<file path="src/rtl/csi_rx_raw_unpack_if.sv">
// Payload-in / pixel-out bundle between the CSI-2 packet handler and the RAW unpacker.
// The slave side is the unpacker; the master side is whoever feeds payload and consumes pixels.
interface csi_rx_raw_unpack_if;
    logic [31:0] payload;
    logic        payload_enable;
    logic        payload_frame;
    logic [39:0] pixel_data;
    logic        pixel_enable;
    logic        pixel_frame;
    logic        partial_drop;

    modport master (
        output payload, payload_enable, payload_frame,
        input  pixel_data, pixel_enable, pixel_frame, partial_drop
    );

    modport slave (
        input  payload, payload_enable, payload_frame,
        output pixel_data, pixel_enable, pixel_frame, partial_drop
    );
endinterface

</file>
<file path="src/rtl/csi_rx_raw_unpack.sv">
// Unpacks 32-bit CSI-2 payload words into 4-pixel groups of 10-bit pixels.
// RAW10 reassembles 5-byte groups across word boundaries; RAW8 widens each byte.
module csi_rx_raw_unpack #(
    parameter bit RAW10 = 1'b1
) (
    input logic           clock,
    input logic           reset,
    input logic           enable,
    csi_rx_raw_unpack_if.slave bus
);

    logic [31:0] byte_buf_q;
    logic [2:0]  count_q;
    logic        frame_q;
    logic [39:0] data_q;
    logic        pixel_en_q;
    logic        drop_q;

    logic        accept;
    logic [63:0] merged;
    logic [39:0] raw10_pix;
    logic [39:0] raw8_pix;

    assign accept = bus.payload_enable && bus.payload_frame;

    // New bytes land directly after the buffered ones; the oldest five form a group.
    assign merged = {32'b0, byte_buf_q} | ({32'b0, bus.payload} << {count_q, 3'b000});

    always_comb begin
        raw10_pix = '0;
        raw8_pix  = '0;
        for (int i = 0; i < 4; i++) begin
            raw10_pix[10*i +: 10] = {merged[8*i +: 8], merged[32 + 2*i +: 2]};
            raw8_pix[10*i +: 10]  = {bus.payload[8*i +: 8], 2'b00};
        end
    end

    always_ff @(posedge clock) begin
        if (reset) begin
            byte_buf_q <= '0;
            count_q    <= '0;
            frame_q    <= 1'b0;
            data_q     <= '0;
            pixel_en_q <= 1'b0;
            drop_q     <= 1'b0;
        end else if (enable) begin
            frame_q    <= bus.payload_frame;
            pixel_en_q <= 1'b0;
            drop_q     <= 1'b0;
            // Outside a frame the buffer is flushed so the next frame starts at byte 0.
            if (!bus.payload_frame) begin
                byte_buf_q <= '0;
                count_q    <= '0;
                drop_q     <= frame_q && (count_q != 3'd0);
            end else if (accept) begin
                if (RAW10) begin
                    if (count_q != 3'd0) begin
                        data_q     <= raw10_pix;
                        pixel_en_q <= 1'b1;
                        byte_buf_q <= {8'b0, merged[63:40]};
                        count_q    <= count_q - 3'd1;
                    end else begin
                        byte_buf_q <= bus.payload;
                        count_q    <= 3'd4;
                    end
                end else begin
                    data_q     <= raw8_pix;
                    pixel_en_q <= 1'b1;
                end
            end
        end
    end

    assign bus.pixel_data   = data_q;
    assign bus.pixel_enable = pixel_en_q;
    assign bus.pixel_frame  = frame_q;
    assign bus.partial_drop = drop_q;

endmodule

</file>
<file path="src/flat_wrapper.sv">
// flat-port wrapper written by rule: the top's interface ports become plain ports
module csi_rx_raw_unpack_flat 
#(
    parameter bit RAW10 = 1'b1
)
  (clock, reset, enable, bus_payload, bus_payload_enable, bus_payload_frame, bus_pixel_data, bus_pixel_enable, bus_pixel_frame, bus_partial_drop);
  csi_rx_raw_unpack_if bus_i ();
  input logic clock;
  input logic reset;
  input logic enable;
  input wire logic [$bits(bus_i.payload)-1:0] bus_payload;
  input wire logic [$bits(bus_i.payload_enable)-1:0] bus_payload_enable;
  input wire logic [$bits(bus_i.payload_frame)-1:0] bus_payload_frame;
  output wire logic [$bits(bus_i.pixel_data)-1:0] bus_pixel_data;
  output wire logic [$bits(bus_i.pixel_enable)-1:0] bus_pixel_enable;
  output wire logic [$bits(bus_i.pixel_frame)-1:0] bus_pixel_frame;
  output wire logic [$bits(bus_i.partial_drop)-1:0] bus_partial_drop;
  assign bus_i.payload = bus_payload;
  assign bus_i.payload_enable = bus_payload_enable;
  assign bus_i.payload_frame = bus_payload_frame;
  assign bus_pixel_data = bus_i.pixel_data;
  assign bus_pixel_enable = bus_i.pixel_enable;
  assign bus_pixel_frame = bus_i.pixel_frame;
  assign bus_partial_drop = bus_i.partial_drop;
  csi_rx_raw_unpack #(.RAW10(RAW10)) u_core (.clock(clock), .reset(reset), .enable(enable), .bus(bus_i));
endmodule
</file>
<file path="config.mk">
export PLATFORM = sky130hd
export DESIGN_NAME = csi_rx_raw_unpack_flat
export DESIGN_NICKNAME = d
export VERILOG_FILES = /design/src/rtl/csi_rx_raw_unpack_if.sv /design/src/rtl/csi_rx_raw_unpack.sv /design/src/flat_wrapper.sv
export SDC_FILE = /design/constraint.sdc
export NUM_CORES = 1
export LEC_CHECK = 0
export CELL_PAD_IN_SITES_DETAIL_PLACEMENT = 0
export CELL_PAD_IN_SITES_GLOBAL_PLACEMENT = 1
export CORE_ASPECT_RATIO = 1.25
export CORE_MARGIN = 2
export CORE_UTILIZATION = 41
export CTS_CLUSTER_DIAMETER = 120
export DETAILED_ROUTE_END_ITERATION = 16
export HOLD_SLACK_MARGIN = 0.08
export PLACE_DENSITY = 0.95
export SYNTH_ARGS = -nofsm -noshare
export SYNTH_HDL_FRONTEND = slang
export SYNTH_SLANG_ARGS = --single-unit
export TNS_END_PERCENT = 20
</file>
<file path="constraint.sdc">
create_clock -name clock -period 3.3 [get_ports clock]
set_input_delay 0.66 -clock clock [delete_from_list [all_inputs] [get_ports clock]]
set_output_delay 0.66 -clock clock [all_outputs]
set_load 0.02 [all_outputs]
</file>
Yosys cells after proc, flatten, opt, wreduce, memory -nomap -nowiden. Index checks and enable logic that the tools add are counted.

Word-level logic and storage cells: 25. Output and inout port bits: 43. Bits of input ports: 37. Register bits: 78.

Bitwise logic cells: 1. Shifts and indexed selects: 1. Multiplexer cells: 10. Equal/unequal tests: 1. Reduce and logical (&&, ||, !) cells: 5. $add $sub $neg: 1.

Operators with widths (number): $mux 32 (3); $or 32x64->64 (1); $shl 32x6->64 (1); $mux 3 (3); $mux 1 (4); $reduce_and 4->1 (1); $reduce_bool 3->1 (1); $sub 3x1->3 const B (1); $logic_and 1x1->1 (2); $ne 2x1->1 const B (1); $reduce_and 2->1 (1).

Longest topological paths before layout. Gate-level depths: netlist of the first run.

Depth after elaboration: 5. Mapped depth: 7. Gate-level depth less buffers: 4.

Worst setup path before layout of the first run. Ideal clock, no wire load.

Path type: in2reg. Start: input enable. End: register u_core.byte_buf_q[18]. Stages on the path: 7. Required time: 3.172 ns. Path buffers: 3. Library setup time: 0.128 ns. Slack: 1.452 ns. Arrival time: 1.721 ns. Path through: buf_4 > and3_4 > and2_0 > buf_2 > buf_2 > a222oi_1 > nor2_1.

Longest elaborated chain between the ends: 1.

Ends and longest elaborated chain: start: declaration (RTL line flat_wrapper.sv:10) `input logic enable;`; $reduce_and 2->1 (no source line); end signal: assignment (RTL line csi_rx_raw_unpack.sv:60) `byte_buf_q <= {8'b0, merged[63:40]};`; end signal: assignment (RTL line csi_rx_raw_unpack.sv:63) `byte_buf_q <= bus.payload;`; end: declaration (RTL line csi_rx_raw_unpack.sv:12) `logic [31:0] byte_buf_q;`.

No other way between the ends. A chain may end at the register's enable or synchronous reset.

Worst setup path after layout of the first run.
Start: input enable. End: register u_core.data_q[7], in the netlist u_core.bus.pixel_data[7].

Longest elaborated chain between the ends: 1.

Ends and longest elaborated chain: $reduce_and 4->1 (no source line); end signal: assignment (RTL line csi_rx_raw_unpack.sv:58) `data_q <= raw10_pix;`; end signal: assignment (RTL line csi_rx_raw_unpack.sv:67) `data_q <= raw8_pix;`; end: declaration (RTL line csi_rx_raw_unpack.sv:15) `logic [39:0] data_q;`.

No other way between the ends.

==> run_results.csv, run 1 <==
group,metric,value,unit
run_status,outcome,"finished clean",
worst_hold_path,timing.hold.worst_path_depth,2,
layout,fin_nets,571,
cts,holdBufCountCts,0,
layout,layout_common_cells,"sky130_fd_sc_hd__clkdlybuf4s50_1, sky130_fd_sc_hd__dfxtp_1, sky130_fd_sc_hd__nor2_1",
cts,clk-insertion-delay-late,0.33,ns
grt,wire_length_of_the_first_global_routing_pass,17900,um
timing,report.final.setup_viol,0,
layout,area_growth_syn_to_layout,26.87,%
yosys,netlist_instances,475,
grt,grt_antenna_before_repair,0,
layout,final_common_cell,"sky130_fd_sc_hd__clkdlybuf4s50_1",
yosys,avgSynthCellArea,8.429,um^2
cts,postCtsResizedCells,0,
cts,cts-buffers-inserted,9,
layout,n_antenna_cell,0,
floorplanning,die_w,92.39,um
floorplanning,io_pins,80,
cts,cts-root-buf,"sky130_fd_sc_hd__clkbuf_16",
worst_hold_path,worstHoldPathType,"register to register",
power,vdd_drop_max,226.7,uV
setup_path,r2r.worst_path.cells,5,
timing,tightestPinTransition,0.6892,ns
power,leakagePower,1.682,nW
timing,final.setup_skew,0.003840,ns
floorplanning,initial_utilization,41.88,%
placement,globalplace.congestion,0.8598,
timing,final-max-slew-violation-count,0,
setup_path,critical_path_class,"input pin to register",
grt,first_global_vias,3583,
placement,place.detailed.hpwl,7847,um
drt,route.detailed.wl_per_inst,16.72,um
layout,multi_input_area,0.002118,mm^2
floorplanning,core_region_area,0.009559,mm^2
drt,detail_route.first_pass.iterations,8,
yosys,synth_edf_count,0,
setup_path,worst_setup_path_end_kind,"register",
yosys,synth_seq_area_share,39.00,%
yosys,async_reset_ff_share,0,%
timing,timing.final.crit_period,2.457,ns
yosys,synthesis.area,0.004004,mm^2
flow_run,cap_viol_max_count,0,
drt,route.antenna.remaining_nets,0,
yosys,synthTopCellsByArea,"sky130_fd_sc_hd__dfxtp_1, sky130_fd_sc_hd__mux2i_1, sky130_fd_sc_hd__nor2_1",
yosys,synth-seq-cells,78,
floorplanning,die_area,0.01058,mm^2
drt,count_of_unresolved_drc_violations_after_routing,0,
grt,grt_max_degree,36,
power,power_per_cell_area,413.3,mW/mm^2
floorplanning,rows,40,
yosys,synth.lib_cells_used.distinct,37,
cts,post-cts-setup-buffer-count,0,
drt,first_iter_violations,492,
layout,final_layout_size_suffix_gt1_share,6.679,%
timing,final.setup.tns,0,ns
placement,portBuffers,79,
yosys,net_count_synth,512,
drt,via_count,3817,
setup_path,worstReg2RegEnd,"u_core.byte_buf_q[3]",
timing,max-slew-margin-rel,54.05,%
floorplanning,die_height,114.5,um
yosys,total_of_warnings_raised_by_yosys,0,
setup_path,cp.required,3.56,ns
layout,finalNonFillerCells,665,
timing,final.hold.worst_slack,0.4499,ns
setup_path,timing.rr.start,"u_core.count_q[0]",
timing,finalCritPeriodShare,74.47,%
cts,cts_tree,"built",
timing,timing_hold_violations_final,0,
grt,grt_overflow,0,
setup_path,setup.worst_path.start_class,"input pin",
timing,grt_setup_unrepaired,"false",
cts,htreeDepth,3,
placement,place.detailed.instances,649,
yosys,synth_top_cell_by_area,"sky130_fd_sc_hd__dfxtp_1",
yosys,synth_top_flop_cell,"sky130_fd_sc_hd__dfxtp_1",
cts,clk_transition_reported_paths,0.06,ns
setup_path,path_max_fanout,18,
drt,route.detailed.vias_per_inst,5.740,
drt,drt-total-wl,11120,um
grt,track_usage,21.17,%
layout,fillCellCount,878,
setup_path,crit_arrival,2.71,ns
worst_hold_path,worstHoldEndpoint,"u_core.bus.pixel_data[23]",
cts,clock_sinks,78,
setup_path,worst-r2r-setup-slack,1.09,ns
worst_hold_path,worstHoldStart,"u_core.byte_buf_q[17]",
yosys,synth_largest_type_area_fraction,39.00,%
layout,regArea,0.001563,mm^2
timing,fmaxAchievable,0.4069,GHz
cts,maximum_number_of_buffers_from_clock_root_to_sink,2,
worst max-delay path by stage:
stage / start / slack [ns] / cells past startpoint / to
6_report: enable / 0.84 / 6 / u_core.bus.pixel_data[7]
5_1_grt: enable / 0.63 / 6 / u_core.byte_buf_q[7]
4_1_cts: enable / 0.84 / 6 / u_core.bus.pixel_data[7]
3_5_place_dp: enable / 0.48 / 6 / u_core.bus.pixel_data[20]
3_3_place_gp: enable / 0.58 / 6 / u_core.byte_buf_q[3]
2_1_floorplan: enable / 1.45 / 7 / u_core.byte_buf_q[18]
metrics by stage:
step           setup WS [ns]  utilization, %  area, um^2  power, W
4_1_cts               0.8374           53.14        5080  0.002107
3_5_place_dp          0.4763           50.39        4817  0.001221
3_3_place_gp          0.5809           50.39        4817  0.001218
6_report              0.8426           53.14        5080  0.002100
5_1_grt               0.6312           53.14        5080  0.002176
2_1_floorplan          1.452               -        4004  0.001113
cell usage after synthesis (13+ instances only):
cell                        number
sky130_fd_sc_hd__dfxtp_1        78
sky130_fd_sc_hd__nor2_1         66
sky130_fd_sc_hd__mux2i_1        43
sky130_fd_sc_hd__nand2_1        37
sky130_fd_sc_hd__a21oi_1        34
sky130_fd_sc_hd__inv_1          25
sky130_fd_sc_hd__nor3_1         19
sky130_fd_sc_hd__a222oi_1       18
sky130_fd_sc_hd__o21ai_0        17
sky130_fd_sc_hd__a211oi_1       16
sky130_fd_sc_hd__buf_2          16
sky130_fd_sc_hd__clkbuf_1       16
sky130_fd_sc_hd__nand3b_1       14
sky130_fd_sc_hd__o2bb2ai_1      13
cell type report:
type                            instances  area share, %
Inverter                               26          1.921
Clock inverter                          1        0.09852
Sequential cell                        78          30.76
Clock buffer                           15          5.074
Multi-Input combinational cell        329          41.70
Timing Repair Buffer                   90          17.34
Tap cell                              126          3.103
logic make-up after synthesis:
logic type             after synthesis  share of synthesized area (%)
muxes                               43                          10.75
and+or+nand+nor                    152                          18.09
AOI/OAI and AO/OA                  134                          24.06
DFF                                 78                          39.00
buffers and inverters               68                          8.094
per-layer routing:
| layer | track usage (%) | vias up | wire (um) |
|---|---|---|---|
| li1 | - | 1847 | - |
| met2 | 32.41 | 161 | 5082 |
| met5 | 0 | - | 0 |
| met1 | 29.16 | 1786 | 5014 |
| met3 | 4.082 | 23 | 795 |
| met4 | 8.856 | 0 | 228 |
critical path, cell delays in order:
cell	delay, ns
sky130_fd_sc_hd__clkdlybuf4s50_1	0.67
sky130_fd_sc_hd__nand3_2	0.35
sky130_fd_sc_hd__nor2_4	0.50
sky130_fd_sc_hd__buf_4	0.31
sky130_fd_sc_hd__nand2_1	0.08
sky130_fd_sc_hd__a21oi_1	0.13
registers in the layout, summed over array words and instances, names as in the netlist:
signal / cells
u_core.bus.pixel_data: 40
u_core.bus.pixel_frame: 1
u_core.count_q: 3
u_core.bus.partial_drop: 1
u_core.byte_buf_q: 32
u_core.bus.pixel_enable: 1
where the power goes:
group	switching, W	internal (W)
clock network	0.000366	0.000530
registers	0.0000142	0.000961
logic	0.000128	0.000100
total	0.000508	0.00159
(Power assumes the default switching activity.)
==> inputs of run 2 (changes only) <==
- CORE_UTILIZATION: 41 -> 35
- PLACE_DENSITY: 0.95 -> 0.87
- clock period: 3.3 -> 2.21 ns (I/O delays scaled with it)
==> run 2 against run 1 <==
- clock power grew 95%
- global-route usage shrank 0.58 points
- sequential share of layout area shrank 1.4 points
- critical path type is now register to register
- largest cell class unchanged
- highest routed layer unchanged
==> run_results.csv, run 2 (synthesis results as in run 1) <==
group,metric,value,unit
run_status,outcome,"finished clean",
cts,clock_sinks,78,
cts,clk_transition_reported_paths,0.06,ns
worst_hold_path,worstHoldStart,"reset",
floorplanning,die_w,99.67,um
cts,clk-insertion-delay-late,0.35,ns
flow_run,cap_viol_max_count,0,
cts,htreeDepth,3,
placement,globalplace.congestion,0.8806,
grt,first_global_vias,3897,
power,switching_power,0.0008099,W
floorplanning,die_area,0.01232,mm^2
placement,portBuffers,79,
layout,final_common_cell,"sky130_fd_sc_hd__clkdlybuf4s50_1",
timing,final.setup_skew,0.004964,ns
floorplanning,die_height,123.6,um
layout,design_area,0.005326,mm^2
cts,post-cts-setup-buffer-count,0,
drt,route.detailed.vias_per_inst,5.728,
placement,placed_cell_area,0.004976,mm^2
setup_path,path_max_fanout,14,
setup_path,crit_path_cell_trace,"nand2b_1 -> nor3_2 -> buf_4 -> a22oi_1 -> a31oi_1",
drt,route.detailed.wl_per_inst,18.20,um
setup_path,critical_path_class,"register to register",
setup_path,critical-path-max-stage-delay,0.70,ns
layout,layout_common_cells,"sky130_fd_sc_hd__clkdlybuf4s50_1, sky130_fd_sc_hd__dfxtp_1, sky130_fd_sc_hd__nor2_1",
grt,grt_antenna_before_repair,0,
power,power_per_cell_area,670.3,mW/mm^2
timing,timing_hold_violations_final,0,
floorplanning,core_region_area,0.01114,mm^2
layout,fillCellCount,1051,
placement,place.detailed.hpwl,9050,um
power,seqPwrFrac,40.8,%
drt,drt-total-wl,12600,um
setup_path,cp.required,2.48,ns
power,leakagePower,1.816,nW
power,pwr-share-clk,49.1,%
drt,count_of_unresolved_drc_violations_after_routing,0,
power,switching_share,22.68,%
grt,track_usage,20.59,%
cts,cts-root-buf,"sky130_fd_sc_hd__clkbuf_16",
layout,largest_register_ff_count,40,
floorplanning,rows,43,
placement,worst_slack_at_placement,0.06731,ns
drt,detail_route.first_pass.iterations,6,
grt,grt_max_degree,41,
timing,tightestPinTransition,0.5964,ns
timing,fmaxAchievable,0.5168,GHz
layout,area_growth_syn_to_layout,33.03,%
power,combPwrFrac,10.2,%
power,vdd_drop_max,410.8,uV
layout,final_layout_size_suffix_gt1_share,10.23,%
timing,finalCritPeriodShare,87.55,%
timing,final-max-slew-violation-count,0,
timing,timing.final.crit_period,1.935,ns
grt,wire_length_of_the_first_global_routing_pass,19600,um
timing,max-slew-margin-rel,60.19,%
drt,via_count,3964,
worst_hold_path,worstHoldPathType,"input pin to register",
cts,cts_tree,"built",
drt,first_iter_violations,261,
floorplanning,io_pins,80,
setup_path,worst_setup_path_end_kind,"register",
grt,grt_overflow,0,
timing,final.setup.tns,0,ns
setup_path,setup.worst_path.start_class,"register",
cts,holdBufCountCts,0,
timing,finalWorstSetupSlack,0.2752,ns
timing,report.final.setup_viol,0,
timing,grt_setup_unrepaired,"false",
setup_path,crit_arrival,2.21,ns
layout,fin_nets,589,
drt,route.antenna.remaining_nets,0,
cts,postCtsResizedCells,0,
floorplanning,initial_utilization,35.95,%
timing,final.hold.worst_slack,0.3392,ns
setup_path,timing.rr.start,"u_core.count_q[1]",
layout,n_antenna_cell,0,
layout,final_core_util,47.83,%
setup_path,worstSetupStartpoint,"u_core.count_q[1]",
setup_path,cpMaxStageDelayCell,"sky130_fd_sc_hd__dfxtp_1",
power,internal_power,0.002760,W
cts,cts-buffers-inserted,9,
cts,maximum_number_of_buffers_from_clock_root_to_sink,2,
run 2: final timing paths:
| check | cells after the start | slack (ns) | end |
|---|---|---|---|
| worst min register to register | 2 | 0.45 | u_core.bus.pixel_data[36] |
| worst max register to register | 5 | 0.28 | u_core.byte_buf_q[12] |
| worst min-delay path | 2 | 0.34 | u_core.count_q[0] |
| worst max-delay path | 5 | 0.28 | u_core.byte_buf_q[12] |
run 2: area by class of cell:
type	count	area, um^2	area share (%)
multi-input cells	329	2118	39.77
flip-flops and latches	78	1563	29.34
repair buffers	108	1028	19.31
clock buffers	13	260.3	4.886
well taps	135	168.9	3.171
inverters	26	97.59	1.832
clock inverters	3	90.09	1.691
run 2: critical path, delay by kind of cell (launching register included):
kind	cells	cell delay [ns]
buffers and inverters	1	0.19
flip-flops	1	0.70
AO/OA/AOI/OAI	2	0.23
AND/OR/NAND/NOR	2	0.74
run 2: routing by layer:
metal,up-vias,GRT usage (%),wire length (um),share of wire [%]
met4,0,10.36,366,2.9
met5,-,0,0,0
met2,141,36.06,6490,52
li1,1882,-,-,-
met3,30,3.872,665,5.3
met1,1911,24.05,5074,40
run 2: power groups by stage:
stage	Sequential, W	Clock, W	Combinational, W
2_1_floorplan	0.00149	0	0.000175
6_report	0.00145	0.00175	0.000364
3_5_place_dp	0.00149	0	0.000360
4_1_cts	0.00145	0.00177	0.000362
3_3_place_gp	0.00148	0	0.000356
5_1_grt	0.00146	0.00184	0.000391
run 2: stage by stage:
stage | cells | total power, W
final | 692 | 0.003570
after global placement | 676 | 0.001841
after CTS | 692 | 0.003591
after global routing | 692 | 0.003692
after floorplan | 475 | 0.001663
after detailed placement | 676 | 0.001846
